==> config.mk <==
export PLATFORM = sky130hd
export DESIGN_NAME = run_detect_sched_flat
export DESIGN_NICKNAME = d
export VERILOG_FILES = /design/src/rtl/run_detect_pkg.sv /design/src/rtl/run_detect_sched_if.sv /design/src/rtl/rr_arb.sv /design/src/rtl/run_detect_sched.sv /design/src/flat_wrapper.sv
export SDC_FILE = /design/constraint.sdc
export NUM_CORES = 1
export LEC_CHECK = 0
export CAP_MARGIN = 20
export CORE_MARGIN = 5
export CORE_UTILIZATION = 44
export DETAILED_ROUTE_END_ITERATION = 6
export GPL_TIMING_DRIVEN = 0
export HOLD_SLACK_MARGIN = 0.1
export PLACE_DENSITY_LB_ADDON = 0.08
export SLEW_MARGIN = 20
export SYNTH_ARGS = -nofsm -noshare
export SYNTH_HDL_FRONTEND = slang
export SYNTH_HIERARCHICAL = 1
export SYNTH_SLANG_ARGS = --single-unit
==> constraint.sdc <==
create_clock -name clk -period 2 [get_ports clk]
set_clock_uncertainty 0.2 [all_clocks]
set_input_delay 0.2 -clock clk [delete_from_list [all_inputs] [get_ports clk]]
set_output_delay 0.2 -clock clk [all_outputs]
set_load 0.02 [all_outputs]
==> src/rtl/run_detect_pkg.sv <==
// rtl/run_detect_pkg.sv - shared types and defaults for the run-detect scheduler
package run_detect_pkg;

    localparam int DEF_NCH   = 4;
    localparam int DEF_WIN   = 16;
    localparam int DEF_CNT_W = 8;

    typedef enum logic [4:0] {
        IDLE   = 5'b00001,
        CAP    = 5'b00010,
        CMP    = 5'b00100,
        SETTLE = 5'b01000,
        RPT    = 5'b10000
    } sched_state_t;

    function automatic int unsigned wrap_inc(input int unsigned v, input int unsigned n);
        return (v + 1 >= n) ? 0 : v + 1;
    endfunction

endpackage

==> src/rtl/run_detect_sched_if.sv <==
// rtl/run_detect_sched_if.sv - requester-side request/ack/result bundle
interface run_detect_sched_if
    import run_detect_pkg::*;
#(
    parameter int NCH   = DEF_NCH,
    parameter int CNT_W = DEF_CNT_W
);
    logic [NCH-1:0]   req;
    logic [NCH-1:0]   ack;
    logic [CNT_W-1:0] rslt;
    logic             rslt_vld;

    modport master (output req, input ack, input rslt, input rslt_vld);
    modport slave  (input req, output ack, output rslt, output rslt_vld);
endinterface

==> src/rtl/rr_arb.sv <==
// rtl/rr_arb.sv - combinational round-robin pick starting at rr_ptr
module rr_arb #(
    parameter int NCH = 4,
    localparam int IDX_W = $clog2(NCH)
) (
    input  logic [NCH-1:0]   req,
    input  logic [IDX_W-1:0] rr_ptr,
    output logic [IDX_W-1:0] gnt_idx,
    output logic             any_req
);
    logic [IDX_W-1:0] sel;

    // Walk from the farthest offset back to rr_ptr so the nearest requester wins.
    always_comb begin
        gnt_idx = '0;
        sel     = '0;
        any_req = |req;
        for (int k = NCH - 1; k >= 0; k--) begin
            sel = IDX_W'((int'(rr_ptr) + k) % NCH);
            if (req[sel]) begin
                gnt_idx = sel;
            end
        end
    end
endmodule

==> src/rtl/run_detect_sched.sv <==
// rtl/run_detect_sched.sv - time-shares one run-detect datapath among NCH channels
module run_detect_sched
    import run_detect_pkg::*;
#(
    parameter int NCH   = DEF_NCH,
    parameter int WIN   = DEF_WIN,
    parameter int CNT_W = DEF_CNT_W,
    localparam int SEL_W = $clog2(NCH),
    localparam int WC_W  = $clog2(WIN + 1)
) (
    input  logic               clk,
    input  logic               rst_n,
    run_detect_sched_if.slave  bus,
    input  logic               smpl_vld,
    input  logic [CNT_W-1:0]   N_abv,
    output logic [SEL_W-1:0]   ch_sel,
    output logic               strtCapCmp,
    output logic               busy
);
    sched_state_t     state, state_nxt;
    logic [SEL_W-1:0] rr_ptr;
    logic [WC_W-1:0]  win_cnt;
    logic [NCH-1:0]   ack_q;
    logic [CNT_W-1:0] rslt_q;
    logic             rslt_vld_q;

    logic [SEL_W-1:0] gnt_idx;
    logic             any_req;
    logic             req_cur;
    logic             win_last;
    logic             grant;
    logic             win_inc;
    logic             release_grant;

    rr_arb #(.NCH(NCH)) u_arb (
        .req     (bus.req),
        .rr_ptr  (rr_ptr),
        .gnt_idx (gnt_idx),
        .any_req (any_req)
    );

    assign req_cur  = bus.req[ch_sel];
    assign win_last = (win_cnt == WC_W'(WIN - 1));
    assign busy     = (state != IDLE);

    assign bus.ack      = ack_q;
    assign bus.rslt     = rslt_q;
    assign bus.rslt_vld = rslt_vld_q;

    // A dropped request beats a coincident sample strobe: the grant is abandoned.
    always_comb begin
        state_nxt     = state;
        strtCapCmp    = 1'b0;
        grant         = 1'b0;
        win_inc       = 1'b0;
        release_grant = 1'b0;
        unique case (state)
            IDLE: begin
                if (any_req) begin
                    grant     = 1'b1;
                    state_nxt = CAP;
                end
            end
            CAP: begin
                if (!req_cur) begin
                    release_grant = 1'b1;
                    state_nxt     = IDLE;
                end else if (smpl_vld) begin
                    strtCapCmp = 1'b1;
                    state_nxt  = CMP;
                end
            end
            CMP: begin
                if (!req_cur) begin
                    release_grant = 1'b1;
                    state_nxt     = IDLE;
                end else if (smpl_vld) begin
                    win_inc = 1'b1;
                    if (win_last) begin
                        state_nxt = SETTLE;
                    end
                end
            end
            SETTLE: begin
                state_nxt = RPT;
            end
            RPT: begin
                release_grant = 1'b1;
                state_nxt     = IDLE;
            end
            default: begin
                state_nxt = IDLE;
            end
        endcase
    end

    // Result registers load at the end of SETTLE so ack/rslt_vld/rslt are all valid during RPT.
    always_ff @(posedge clk or negedge rst_n) begin
        if (!rst_n) begin
            state      <= IDLE;
            ch_sel     <= '0;
            rr_ptr     <= '0;
            win_cnt    <= '0;
            ack_q      <= '0;
            rslt_q     <= '0;
            rslt_vld_q <= 1'b0;
        end else begin
            state      <= state_nxt;
            ack_q      <= '0;
            rslt_vld_q <= 1'b0;
            if (grant) begin
                ch_sel <= gnt_idx;
            end
            if (strtCapCmp) begin
                win_cnt <= '0;
            end else if (win_inc) begin
                win_cnt <= win_cnt + 1'b1;
            end
            if (release_grant) begin
                rr_ptr <= SEL_W'(wrap_inc(32'(ch_sel), NCH));
            end
            if (state == SETTLE) begin
                ack_q      <= NCH'(1) << ch_sel;
                rslt_q     <= N_abv;
                rslt_vld_q <= 1'b1;
            end
        end
    end
endmodule

==> src/flat_wrapper.sv <==
// flat-port wrapper written by rule: the top's interface ports become plain ports
module run_detect_sched_flat import run_detect_pkg::*;
#(
    parameter int NCH   = DEF_NCH,
    parameter int WIN   = DEF_WIN,
    parameter int CNT_W = DEF_CNT_W,
    localparam int SEL_W = $clog2(NCH),
    localparam int WC_W  = $clog2(WIN + 1)
)
  (clk, rst_n, smpl_vld, N_abv, ch_sel, strtCapCmp, busy, bus_req, bus_ack, bus_rslt, bus_rslt_vld);
  run_detect_sched_if #(.NCH(NCH), .CNT_W(CNT_W)) bus_i ();
  input  logic clk;
  input  logic rst_n;
  input  logic smpl_vld;
  input  logic [CNT_W-1:0] N_abv;
  output logic [SEL_W-1:0] ch_sel;
  output logic strtCapCmp;
  output logic busy;
  input wire logic [$bits(bus_i.req)-1:0] bus_req;
  output wire logic [$bits(bus_i.ack)-1:0] bus_ack;
  output wire logic [$bits(bus_i.rslt)-1:0] bus_rslt;
  output wire logic [$bits(bus_i.rslt_vld)-1:0] bus_rslt_vld;
  assign bus_i.req = bus_req;
  assign bus_ack = bus_i.ack;
  assign bus_rslt = bus_i.rslt;
  assign bus_rslt_vld = bus_i.rslt_vld;
  run_detect_sched #(.NCH(NCH), .WIN(WIN), .CNT_W(CNT_W)) u_core (.clk(clk), .rst_n(rst_n), .bus(bus_i), .smpl_vld(smpl_vld), .N_abv(N_abv), .ch_sel(ch_sel), .strtCapCmp(strtCapCmp), .busy(busy));
endmodule
# Word-level counts from Yosys, hierarchy flattened
# Cells that the tools add are included.
# totals
ff_bits,27
# classes
addsub,5
order_cmp,6
n_eq_ne,11
shift,1
mux,34
reduce_logical,4
# ops
op,count
2-to-1 mux 5 bit,8
one-hot mux 5 bit (4 select lines),1
< comparator 2 x 3 -> 1 bit (second input constant),5
2-to-1 mux 1 bit,13
binary-select mux 1 bit (select 2 bit),5
== test 5 x 4 -> 1 bit (second input constant),2
2-to-1 mux 2 bit,5
inequality test 3 bit (second input constant),3
adder 5 x 1 -> 5 bit (second input constant),1
== test 5 x 1 -> 1 bit (second input constant),1
== test 5 x 2 -> 1 bit (second input constant),1
== test 5 x 3 -> 1 bit (second input constant),1
== test 5 bit (second input constant),1
inequality test 5 x 1 -> 1 bit (second input constant),1
adder 2 bit (second input constant),2
2-to-1 mux 4 bit,1
AND reduction 4 bit,1
OR reduction 4 bit,1
left shift 1 x 2 -> 4 bit (first input constant),1
adder 2 x 1 -> 3 bit (second input constant),1
greater-or-equal comparator 3 bit (second input constant),1
adder 2 x 1 -> 2 bit (second input constant),1
inequality test 2 x 1 -> 1 bit (second input constant),1
one-hot mux 1 bit (2 select lines),1
other kinds (2),2

# Logic depth before layout (Yosys ltp)
# depth
ltp_word,7
ltp_mapped,6

# Hierarchy
# Netlist, hierarchy kept.
# by_module_without_submodules
module,instances,cells_per_inst,area_each_um2,seq_area_each_um2
run_detect_sched,1,109,1256.2,676.9
rr_arb,1,13,77.6,0.0

# Worst setup path before layout
# No wires, ideal clock.
# synth_timing
path_type,reg2reg
start,reg u_core.ch_sel[0]
end,reg u_core.rr_ptr[0]
arrival_ns,1.694
required_ns,1.672
path_slack_ns,-0.022
stages_incl_launch_ff,5
n_path_buf,0
synth_period_minus_slack_ns,2.022
path_cell_list,dfrtp_1 -> mux4_2 -> nor3b_2 -> o21ai_1 -> mux2_1
# synth_via
elab_chain_cells,4
elab_cells_between_ends,7
classes_between,add/sub: 1; order compare: 1; mux: 5
# synth_rtl
item,line_no,source
start: declaration,run_detect_sched.sv:16,"output logic [SEL_W-1:0] ch_sel,"
start signal: assignment,run_detect_sched.sv:112,ch_sel <= gnt_idx;
branches (longest 4 deep; another with adder 2 x 1 -> 3 bit),-,
end signal: assignment,run_detect_sched.sv:120,"rr_ptr <= SEL_W'(wrap_inc(32'(ch_sel), NCH));"
end: declaration,run_detect_sched.sv:21,logic [SEL_W-1:0] rr_ptr;
# Parallel ways; which one is timed is not known. The select of a mux whose other input is x is not followed.
# A chain may end at the register's enable or synchronous reset.

# Final worst setup path
# Ends and elaborated chain as after synthesis.

==> out/qor.yml <==
critical_path:
  start_kind: "flop"
  rr_startpoint: "u_core/ch_sel[0]"
  cp.required_ns: 2.03
  reg2reg_depth: 5
  arrival_ns: 2.04
  rrSetupSlack_ns: -0.01
  critical_path.max_fanout: 4
  crit_start: "u_core/ch_sel[0]"
  crit_type: "reg2reg"
  reg2reg_to: "u_core/rr_ptr[0]"
  end_kind: "flop"
  timing.critical_path.to: "u_core/rr_ptr[0]"
routing:
  drtIter0Drc: 41
  viasPerCell: 5.34
  dr.pass1.iters: 4
  vias: 1036
  drt_wl_total_um: 2870
  drc_errors: 0
  ant_nets: 0
  wl_per_cell_um: 14.8
finish:
  mostFrequentLayoutCells: "27 x clkdlybuf4s50_1, 25 x dfrtp_1, 14 x nor2_1"
  multi_input_comb_area_um2: 644
  drive_above_1_share: 0.217
  regArea_um2: 678
  syn2layout_area_growth_pct: 34.0
  nets: 183
  antenna_cells: 0
  fillers: 246
  final_common_cell: "clkdlybuf4s50_1"
sta:
  setup_tns_ns: -0.0176
  layout_worst_path_cycle_share: 1.01
  fmax_mhz: 496
  worstMarginPinSlew_ns: 0.609
  hold_viol: 0
  fin_crit_ns: 2.01
  slew_headroom: 0.594
  worst_slack_ns: -0.0148
  setup_violations: 3
  final_max_slew_viol_count: 0
  rsz0062_at_grt: "true"
run_status:
  violations: "setup timing"
  status: "finished with violations"
power:
  max-vdd-ir-drop_mv: 0.531
  leakage_nw: 0.854
  powerDensity_nw_per_um2: 1030
floorplan:
  die_w_um: 65.1
  core_area_um2: 2980
  fp.dieH_um: 65.1
  row_count: 20
  die_area_um2: 4230
  start_util: 0.448
  ioPinCount: 32
grt:
  overflow: 0
  antenna_found_initial: 0
  grt_pass1_wl_um: 4750
  grt_pass1_vias: 1054
  grt_usage: 0.147
  grt_max_degree: 28
cts:
  clk_pin_slew_ns: 0.15
  tritoncts.num_buffers: 3
  insertion_delay_ns: 0.32
  h-tree-depth: 1
  cts_root_buf: "clkbuf_4"
  cts_tree: "built"
  clock-sinks: 27
  clockBufferDepth: 2
logic_synthesis:
  synth_area_leader_cell: "dfrtp_1"
  synth_cells: 122
  netlist_area_um2: 1330
  yosysSeqAreaShare: 0.508
  syn_avg_cell_area_um2: 10.9
  yosysTopAreaCellShare: 0.488
  synth_seq_cells: 27
  synth.distinct_cells: 29
  synthTopCellsByArea: "dfrtp_1 49%, mux2_2 8.4%, ha_1 5.6%"
  yosys_warnings: 6
  synth.net_count: 143
place:
  gp_congestion: 0.826
  place_ws_ns: -0.406
  post-dp-hpwl_um: 2080
  port_buffers: 31
hold_path:
  hold_class: "in2async"
flow_run:
  cap_violations: 0
logic make-up after synthesis:
logic type               Yosys count  synth area share
AO/OA/AOI/OAI                     12            0.0553
XOR/XNOR                           1           0.00657
flip-flops                        27             0.508
adder cells (fa/ha/maj)            6            0.0563
multiplexers                      17             0.150
AND/OR/NAND/NOR                   48             0.189
buffers and inverters             11            0.0357
synthesized netlist by cell type, drive strengths merged:
cell	instances
inv	7
o41ai	1
o21ai	3
nand4	2
and3	5
mux4	1
nand2	6
nor3b	3
dfstp	1
ha	6
mux2i	2
buf	3
clkbuf	1
and2	5
nand3	5
mux2	14
nor3	1
nor2	16
dfrtp	26
or4	2
a21oi	6
nand2b	3
a211oi	2
xor2	1
critical path: stages (launching register included):
cell and delay, ns:
dfrtp_2 0.40, mux4_2 0.57, buf_6 0.16, nor3b_4 0.17, o21ai_2 0.10, mux2_1 0.31
power by group:
part,internal (mW),switching (mW)
Combinational,0.408,0.437
Clock,0.0750,0.165
Sequential,0.658,0.105
per-layer routing:
layer  track usage  vias up  wire (µm)
met5             0        -          0
met4        0.0544        0         36
met3        0.0295        4        139
met2         0.253       32       1450
met1         0.181      500       1240
li1              -      500          -
layout make-up:
class                   count  area share
well taps                  33      0.0231
plain buffers               3     0.00980
repair buffers             36       0.197
multi-input cells          84       0.361
flip-flops and latches     27       0.380
clock inverters             1     0.00280
inverters                   7      0.0147
clock buffers               3      0.0126
per-stage QoR:
| stage | area [µm²] | power [mW] | instances | util | hold WS (ns) |
|---|---|---|---|---|---|
| 2_1_floorplan | 1340 | 1.25 | 122 | - | -0.296 |
| 3_3_place_gp | 1690 | 1.46 | 186 | 0.566 | 0.278 |
| 3_5_place_dp | 1680 | 1.49 | 186 | 0.565 | 0.0453 |
| 4_1_cts | 1730 | 1.77 | 192 | 0.582 | 0.208 |
| 5_1_grt | 1790 | 1.99 | 194 | 0.600 | 0.261 |
| 6_report | 1790 | 1.85 | 194 | 0.600 | 0.211 |
how the worst min path moves through the flow:
| stage | from | end |
|---|---|---|
| finish | rst_n | u_core/bus.rslt[4] |
| CTS | rst_n | u_core/bus.rslt[4] |
| detailed placement | rst_n | u_core/bus.rslt[4] |
| floorplan | rst_n | u_core/bus.ack[0] |
| global placement | u_core/win_cnt[4] | u_core/win_cnt[4] |
| global route | rst_n | u_core/state[1] |
sequential cells by signal (all words and copies together) (netlist names):
name,cells
u_core/bus.ack,4
u_core/bus.rslt,8
u_core/bus.rslt_vld,1
u_core/ch_sel,2
u_core/rr_ptr,2
u_core/state,5
u_core/win_cnt,5
repair_timing:
item | 4_1_cts | 5_1_grt
pin swaps | 0 | 1
setup endpoints to repair | 7 | 12
cloned | 0 | 0
setup buffers | 2 | 2
hold buffers | 1 | 0
resized for setup | 7 | 11
endpoints found under the hold margin | 27 | 0
Note: power is estimated with default switching activity, not from simulation.
